## src/rtl/usr_pkg.sv

```systemverilog
// Shared types and limits for the universal shift register.
package usr_pkg;

  typedef enum logic [2:0] {
    MODE_HOLD = 3'b000,
    MODE_SHR  = 3'b001,
    MODE_SHL  = 3'b010,
    MODE_LOAD = 3'b011,
    MODE_ROR  = 3'b100,
    MODE_ROL  = 3'b101,
    MODE_CLR  = 3'b110,
    MODE_RSVD = 3'b111
  } usr_mode_t;

  localparam int unsigned USR_MIN_WIDTH = 2;
  localparam int unsigned USR_MAX_WIDTH = 64;

endpackage

```

## src/rtl/usr_bit_cell.sv

```systemverilog
// One bit slice of the universal shift register: mode-indexed source select
// feeding a flop with asynchronous active-low reset to a per-bit value.
module usr_bit_cell
  import usr_pkg::*;
#(
  parameter logic RstVal = 1'b0
) (
  input  logic      clk,
  input  logic      rstb,
  input  usr_mode_t mode_i,
  input  logic      shr_i,
  input  logic      shl_i,
  input  logic      ror_i,
  input  logic      rol_i,
  input  logic      load_i,
  output logic      q_o
);

  logic q_q, q_d;

  always_comb begin
    q_d = q_q;
    case (mode_i)
      MODE_HOLD: q_d = q_q;
      MODE_SHR:  q_d = shr_i;
      MODE_SHL:  q_d = shl_i;
      MODE_LOAD: q_d = load_i;
      MODE_ROR:  q_d = ror_i;
      MODE_ROL:  q_d = rol_i;
      MODE_CLR:  q_d = 1'b0;
      MODE_RSVD: q_d = q_q;
      default:   q_d = q_q;
    endcase
  end

  always_ff @(posedge clk or negedge rstb) begin
    if (!rstb) begin
      q_q <= RstVal;
    end else begin
      q_q <= q_d;
    end
  end

  assign q_o = q_q;

endmodule

```

## src/rtl/univ_shift_reg.sv

```systemverilog
// Universal WIDTH-bit register: hold/shift/rotate/load/clear with clock enable.
// Define USR_PARITY_EN to add the registered even-parity output par.
module univ_shift_reg
  import usr_pkg::*;
#(
  parameter int unsigned          WIDTH   = 8,
  parameter logic [WIDTH-1:0]     RST_VAL = '0
) (
  input  logic             clk,
  input  logic             rstb,
  input  logic             en,
  input  logic [2:0]       mode,
  input  logic             sir,
  input  logic             sil,
  input  logic [WIDTH-1:0] I,
  output logic [WIDTH-1:0] A,
  output logic             sor,
`ifdef USR_PARITY_EN
  output logic             par,
`endif
  output logic             sol
);

  if (WIDTH < USR_MIN_WIDTH || WIDTH > USR_MAX_WIDTH) begin : g_bad_width
    $error("univ_shift_reg: WIDTH must be within 2..64");
  end

  // Disabled clock enable is folded into a HOLD so the cells see one select.
  usr_mode_t mode_eff;
  assign mode_eff = en ? usr_mode_t'(mode) : MODE_HOLD;

  logic [WIDTH-1:0] shr_v, shl_v, ror_v, rol_v;
  assign shr_v = {sir, A[WIDTH-1:1]};
  assign ror_v = {A[0], A[WIDTH-1:1]};
  assign shl_v = {A[WIDTH-2:0], sil};
  assign rol_v = {A[WIDTH-2:0], A[WIDTH-1]};

  for (genvar i = 0; i < WIDTH; i++) begin : g_cell
    usr_bit_cell #(
      .RstVal (RST_VAL[i])
    ) u_cell (
      .clk    (clk),
      .rstb   (rstb),
      .mode_i (mode_eff),
      .shr_i  (shr_v[i]),
      .shl_i  (shl_v[i]),
      .ror_i  (ror_v[i]),
      .rol_i  (rol_v[i]),
      .load_i (I[i]),
      .q_o    (A[i])
    );
  end

  assign sor = A[0];
  assign sol = A[WIDTH-1];

`ifdef USR_PARITY_EN
  logic par_q, par_d;

  // Next parity from the current parity terms: a shift swaps one bit for the serial-in.
  always_comb begin
    par_d = par_q;
    case (mode_eff)
      MODE_HOLD, MODE_RSVD, MODE_ROR, MODE_ROL: par_d = ^A;
      MODE_SHR:  par_d = ^A ^ A[0] ^ sir;
      MODE_SHL:  par_d = ^A ^ A[WIDTH-1] ^ sil;
      MODE_LOAD: par_d = ^I;
      MODE_CLR:  par_d = 1'b0;
      default:   par_d = par_q;
    endcase
  end

  always_ff @(posedge clk or negedge rstb) begin
    if (!rstb) begin
      par_q <= ^RST_VAL;
    end else begin
      par_q <= par_d;
    end
  end

  assign par = par_q;
`endif

  mode_known_a: assert property (@(posedge clk) disable iff (!rstb) en |-> !$isunknown(mode));

endmodule
```

## config.mk

```make
export PLATFORM = sky130hd
export DESIGN_NAME = univ_shift_reg
export DESIGN_NICKNAME = d
export VERILOG_FILES = /design/src/rtl/usr_pkg.sv /design/src/rtl/usr_bit_cell.sv /design/src/rtl/univ_shift_reg.sv
export SDC_FILE = /design/constraint.sdc
export NUM_CORES = 1
export LEC_CHECK = 0
export CAP_MARGIN = 20
export CORE_MARGIN = 10
export CORE_UTILIZATION = 45
export CTS_CLUSTER_SIZE = 20
export DETAILED_ROUTE_END_ITERATION = 10
export PLACE_DENSITY = 0.83
export SLEW_MARGIN = 20
export SYNTH_ARGS = -nofsm -noshare
export SYNTH_HDL_FRONTEND = slang
export SYNTH_SLANG_ARGS = --single-unit
```

## constraint.sdc

```tcl
create_clock -name clk -period 2.4 [get_ports clk]
set_input_delay 0.6 -clock clk [delete_from_list [all_inputs] [get_ports clk]]
set_output_delay 0.6 -clock clk [all_outputs]
set_load 0.02 [all_outputs]
```

==> impl_metrics.yaml, run 1 <==
global_routing:
  globalRouteMet2Util_pct: 18.56
  globalRouteMet1Util_pct: 10.85
  grt_pass1_wl_um: 2918
  track_usage_pct: 10.69
  grt_use_met3_pct: 4.575
  via_count_of_the_first_global_routing_pass: 657
  antenna_found_initial: 0
  grt_max_degree: 10
  remaining_global_route_overflow: 0
  most_used_routing_layer_in_global_routing: "met2"
synthesis:
  yosys_warnings: 0
  ys_ff_latch: 8
  netlist-cell-type-count: 25
  syn_inst: 72
  post_synth_instance_area_um2: 656.9
  yosysTopAreaCellShare_pct: 30.48
  synth_top_flop_cell: "sky130_fd_sc_hd__dfrtp_1"
  synth_top_cell_by_area: "sky130_fd_sc_hd__dfrtp_1"
  synth.most_common_cell: "sky130_fd_sc_hd__nor2_1"
  syn_area_per_cell_um2: 9.123
  synth_edf_count: 0
  syn-num-nets: 88
  async_flop_share_pct: 100.0
  synth.top_cells.by_area: "sky130_fd_sc_hd__dfrtp_1 30%, sky130_fd_sc_hd__a221o_1 9.1%, sky130_fd_sc_hd__buf_4 9.1%, sky130_fd_sc_hd__o22a_1 8.0%, sky130_fd_sc_hd__nor2_1 5.1%"
  yosysSeqAreaShare_pct: 30.48
  synth.cells.most_frequent: "9 x sky130_fd_sc_hd__nor2_1, 8 x sky130_fd_sc_hd__buf_4, 8 x sky130_fd_sc_hd__dfrtp_1"
sta:
  report.final.hold_viol_count: 0
  clock-skew-final_ps: 2.450
  final.min_clock_period_ps: 2020
  tns_ps: 0
  hold_slack_ps: 566.1
  fmaxAchievable_mhz: 495.1
  tightest_slew_ps: 520.2
  final_max_slew_viol_count: 0
  maxSlewHeadroom_pct: 65.07
  setup_violations: 0
  final.period_utilization_pct: 84.16
  rsz0062_at_grt: "no"
floorplanning:
  number_of_i_o_pins: 26
  die_y_um: 58.21
  die_width_um: 58.21
  fp.coreArea_mm2: 0.001334
  die-area_mm2: 0.003388
  floorplan.initialDensity_pct: 49.25
  core.rowCount: 13
layout:
  layout.nets: 110
  final_cell_area_um2: 879.6
  area_delta_synth_final_pct: 33.90
  post_route_cells_drive_above_1_share_pct: 11.96
  layout.filler_cells: 120
  antenna_diode_count: 0
  largest_register_ffs: 8
min_path:
  path_category_of_the_worst_min_delay_check: "flip-flop to flip-flop"
  min_path_cells: 1
  hold_path.startpoint: "g_cell[3].u_cell.q_o"
  min_to: "g_cell[3].u_cell.q_o"
critical_path:
  arrival_time_reported_for_the_critical_path_endpoint_ps: 2160
  cp_max_fo: 8
  worstPathRequired_ps: 2540
  r2r_end: "g_cell[1].u_cell.q_o"
  worst_setup_path_end_kind: "flip-flop"
  reg2reg_slack_ps: 1360
  sort_of_element_at_the_start_of_the_critical_path: "primary input"
  reg2reg_depth: 2
  critical_path_class: "primary input to flip-flop"
  timing.rr.start: "g_cell[0].u_cell.q_o"
power_and_ir_drop:
  power_uw: 545.4
  power-per-cell-area_mw_per_mm2: 620.1
  power_leakage_uw: 0.0003475
  power.ir.vdd_worst_uv: 429.8
clock_network:
  tritoncts: "done"
  worstSkewPairLatency_ps: 260
  post-cts-setup-buffers: 0
  cts.clk_slew.worst_paths_ps: 50
  clock_path_buffers: 2
  cts_buffers: 3
  cts-root-buf: "sky130_fd_sc_hd__clkbuf_4"
  post_cts_hold_fix_bufs: 0
  deepest_level_of_the_cts_h_tree: 1
  clkSinkCount: 8
  postCtsResizedCells: 0
detailed_routing:
  drtPass1Iterations: 4
  route.detailed.wl_per_inst_um: 16.16
  detail_route.drc_violations: 0
  detail_route_antenna_nets: 0
  detail_route.vias_per_cell: 5.850
  drt_iter0_drc: 21
  num_vias: 626
  wirelength_um: 1729
outcome:
  status: "finished, final reports clean"
placement:
  place_congestion: 0.8598
  portBuffers: 25
  dpl-instance-area_um2: 857.1
  dpl.hpwl_um: 1384
job:
  max-cap-violations: 0
through the flow:
stage               utilization, %  instances  worst slack [ps]
finish                       65.95        107             380.2
global route                 65.95        107             316.9
CTS                          65.95        107             409.4
detailed placement           64.26        104             139.4
global placement             64.26        104             178.4
floorplan                        -         72             803.3
layout by cell type, fill, tap and decap left out, drive strengths merged:
cell type and count:
inv 1, dfrtp 8, a211oi 1, a21oi 6, o22a 6, o21ai 3, a21o 1, nor2b 1
a31oi 1, o22ai 1, nor3 1, xnor2 1, mux2i 2, nand2 3, o311ai 1, nand2b 1
clkdlybuf4s50 25, a221o 6, nor3b 5, and3 1, buf 4, o21bai 1, clkbuf 3, nor2 9
logic make-up (layout without fill, tap and decap cells):
family | after synthesis | in the layout | synth area share (%)
AO/OA/AOI/OAI | 27 | 27 | 30.67
multiplexers | 2 | 2 | 3.048
XOR/XNOR | 1 | 1 | 1.334
buffers and inverters | 13 | 33 | 15.62
AND/OR/NAND/NOR | 21 | 21 | 18.86
flip-flops | 8 | 8 | 30.48
layer usage:
layer | up-vias | part of all wire (%)
li1 | 306 | -
met1 | 289 | 39
met2 | 26 | 51
met3 | 5 | 8.4
met4 | 0 | 1.4
met5 | - | 0
worst max-delay path by stage:
| stage | startpoint | end | slack, ps | depth (start not counted) |
|---|---|---|---|---|
| floorplan | mode[1] | g_cell[2].u_cell.q_o | 800 | 5 |
| global placement | mode[2] | g_cell[1].u_cell.q_o | 180 | 5 |
| detailed placement | mode[2] | g_cell[6].u_cell.q_o | 140 | 5 |
| CTS | mode[2] | g_cell[6].u_cell.q_o | 410 | 5 |
| global route | mode[2] | g_cell[6].u_cell.q_o | 320 | 5 |
| finish | mode[2] | g_cell[2].u_cell.q_o | 380 | 5 |
worst max-delay path: stages:
cell	delay [ps]
sky130_fd_sc_hd__clkdlybuf4s50_1	590
sky130_fd_sc_hd__and3_4	290
sky130_fd_sc_hd__nand2b_2	220
sky130_fd_sc_hd__a221o_1	280
sky130_fd_sc_hd__o22a_1	180
power by group:
group          leakage (µW)  internal, µW  switching [µW]  total (µW)
clock network     0.0000138          57.2            45.3         102
registers         0.0000890           163            32.1         195
logic              0.000245           134             114         248
cell type report:
cell class              count  area [µm²]  share of cell area, %
clock buffers               3       22.52                  2.560
inverters                   1       3.754                 0.4267
multi-input cells          51       354.1                  40.26
flip-flops and latches      8       200.2                  22.76
well taps                  15       18.77                  2.134
repair buffers             29       280.3                  31.86
(Power assumes the default switching activity.)
==> run 2, diff against run 1 <==
--- a/config.mk
+++ b/config.mk
@@ -7,10 +7,10 @@
 export LEC_CHECK = 0
 export CAP_MARGIN = 20
 export CORE_MARGIN = 10
-export CORE_UTILIZATION = 45
+export CORE_UTILIZATION = 42
 export CTS_CLUSTER_SIZE = 20
 export DETAILED_ROUTE_END_ITERATION = 10
-export PLACE_DENSITY = 0.83
+export PLACE_DENSITY = 0.78
 export SLEW_MARGIN = 20
 export SYNTH_ARGS = -nofsm -noshare
 export SYNTH_HDL_FRONTEND = slang
==> constraint.sdc (replaced) <==
create_clock -name clk -period 1.9 [get_ports clk]
set_input_delay 0.475 -clock clk [delete_from_list [all_inputs] [get_ports clk]]
set_output_delay 0.475 -clock clk [all_outputs]
set_load 0.02 [all_outputs]
==> run 2 against run 1 <==
Net effect: worst setup slack worse by 250 ps; worst hold slack worse by 57 ps; total power up 28%; combinational power up 30%; count of clock-buffer cells in the layout unchanged; register-to-register slack worse by 530 ps; critical path type is now flip-flop to primary output; die area up 4.7%; final cell count up 8.4%; core utilization down 2.8 points.
==> impl_metrics.yaml, run 2 (synthesized netlist as in run 1, its figures left out) <==
power_and_ir_drop:
  power_leakage_uw: 0.0003861
  power-per-cell-area_mw_per_mm2: 742.0
  power.ir.vdd_worst_uv: 452.9
critical_path:
  cp_max_fo: 5
  critical_path.cell_chain: "clkdlybuf4s50_1"
  crit_buf_inv: 1
  timing.rr.start: "g_cell[7].u_cell.q_o"
  cp_num_cells: 1
  cp_top_family: "buffers and inverters"
  cp_slowest_stage_delay_ps: 630
  critical_path_end: "sor"
  r2r_end: "g_cell[0].u_cell.q_o"
  timing.critical_path.slowest_stage_cell: "sky130_fd_sc_hd__clkdlybuf4s50_1"
  critical_path_class: "flip-flop to primary output"
  crit_path_start: "g_cell[0].u_cell.q_o"
  arrival_time_reported_for_the_critical_path_endpoint_ps: 1300
  reg2reg_depth: 2
  sort_of_element_at_the_start_of_the_critical_path: "flip-flop"
  worst_setup_path_end_kind: "primary output"
  reg2reg_slack_ps: 830
  worstPathRequired_ps: 1420
layout:
  final_cell_mix: "25 x sky130_fd_sc_hd__clkdlybuf4s50_1, 12 x sky130_fd_sc_hd__buf_4, 9 x sky130_fd_sc_hd__nor2_1"
  final_common_cell: "sky130_fd_sc_hd__clkdlybuf4s50_1"
  layout.nets: 118
  area_delta_synth_final_pct: 43.24
  layoutNonFillerInstCount: 116
  largest_register_ffs: 8
  post_route_cells_drive_above_1_share_pct: 19.00
  antenna_diode_count: 0
global_routing:
  grt_use_met3_pct: 5.365
  antenna_found_initial: 0
  via_count_of_the_first_global_routing_pass: 648
  track_usage_pct: 10.78
  remaining_global_route_overflow: 0
  most_used_routing_layer_in_global_routing: "met2"
  globalRouteMet1Util_pct: 12.86
  grt_pass1_wl_um: 3042
  globalRouteMet2Util_pct: 16.20
  grt_max_degree: 10
detailed_routing:
  detail_route.vias_per_cell: 5.655
  route.detailed.wl_per_inst_um: 14.78
  detail_route.drc_violations: 0
  drtPass1Iterations: 4
  detail_route_antenna_nets: 0
  drt_iter0_drc: 15
  wirelength_um: 1714
  num_vias: 656
clock_network:
  cts_buffers: 3
  post-cts-setup-buffers: 0
  clkSinkCount: 8
  deepest_level_of_the_cts_h_tree: 1
  postCtsResizedCells: 0
  tritoncts: "done"
  worstSkewPairLatency_ps: 250
  cts-root-buf: "sky130_fd_sc_hd__clkbuf_4"
  cts.clk_slew.worst_paths_ps: 50
  clock_path_buffers: 2
  post_cts_hold_fix_bufs: 0
job:
  max-cap-violations: 0
sta:
  final.min_clock_period_ps: 1772
  final.setup.worst_slack_ps: 127.6
  report.final.hold_viol_count: 0
  maxSlewHeadroom_pct: 65.09
  clock-skew-final_ps: 0.09920
  tightest_slew_ps: 519.9
  final_max_slew_viol_count: 0
  setup_violations: 0
  fmaxAchievable_mhz: 564.2
  tns_ps: 0
  rsz0062_at_grt: "no"
  final.period_utilization_pct: 93.28
placement:
  place_ws_ps: -118.0
  dpl.cell_count: 113
  dpl.hpwl_um: 1386
  place_congestion: 0.8303
  portBuffers: 25
min_path:
  path_category_of_the_worst_min_delay_check: "primary input to asynchronous set/reset pin"
outcome:
  status: "finished, final reports clean"
floorplanning:
  floorplan.initialDensity_pct: 44.12
  die_y_um: 59.55
  fp.coreArea_mm2: 0.001489
  die-area_mm2: 0.003546
  number_of_i_o_pins: 26
  core.rowCount: 14
  die_width_um: 59.55
run 2: routing by layer:
layer	part of all wire, %	vias up	routed length (µm)
li1	-	319	-
met1	41	312	711
met2	49	22	848
met3	8.4	3	144
met4	0.47	0	8
met5	0	-	0
run 2: worst min path at each step:
stage                      endpoint  slack [ps]  depth (start not counted)
6_report       g_cell[6].u_cell.q_o         510                          1
5_1_grt        g_cell[5].u_cell.q_o         520                          1
4_1_cts        g_cell[6].u_cell.q_o         510                          1
3_5_place_dp   g_cell[2].u_cell.q_o         560                          1
3_3_place_gp   g_cell[3].u_cell.q_o         560                          1
2_1_floorplan  g_cell[0].u_cell.q_o         180                          0
run 2: metrics by stage:
| step | cell area [µm²] | total power, µW | hold WS [ps] | utilization (%) |
|---|---|---|---|---|
| final | 940.9 | 698.1 | 509.0 | 63.19 |
| after global routing | 940.9 | 754.7 | 517.9 | 63.19 |
| after CTS | 940.9 | 709.8 | 513.1 | 63.19 |
| after detailed placement | 918.4 | 575.7 | 558.7 | 61.68 |
| after global placement | 918.4 | 572.7 | 556.8 | 61.68 |
| after floorplan | 656.9 | 461.7 | 179.4 | - |
run 2: final cells by class:
cell class | instances | area, µm²
Fill cell | 138 | 548.0
Multi-Input combinational cell | 51 | 354.1
Timing Repair Buffer | 37 | 340.3
Sequential cell | 8 | 200.2
Clock buffer | 3 | 22.52
Tap cell | 16 | 20.02
Inverter | 1 | 3.754
run 2: where the power goes:
group / internal [µW] / switching (µW) / leakage [µW]
Sequential: 206 / 40.7 / 0.0000890
Clock: 72.2 / 56.2 / 0.0000138
Combinational: 179 / 144 / 0.000283
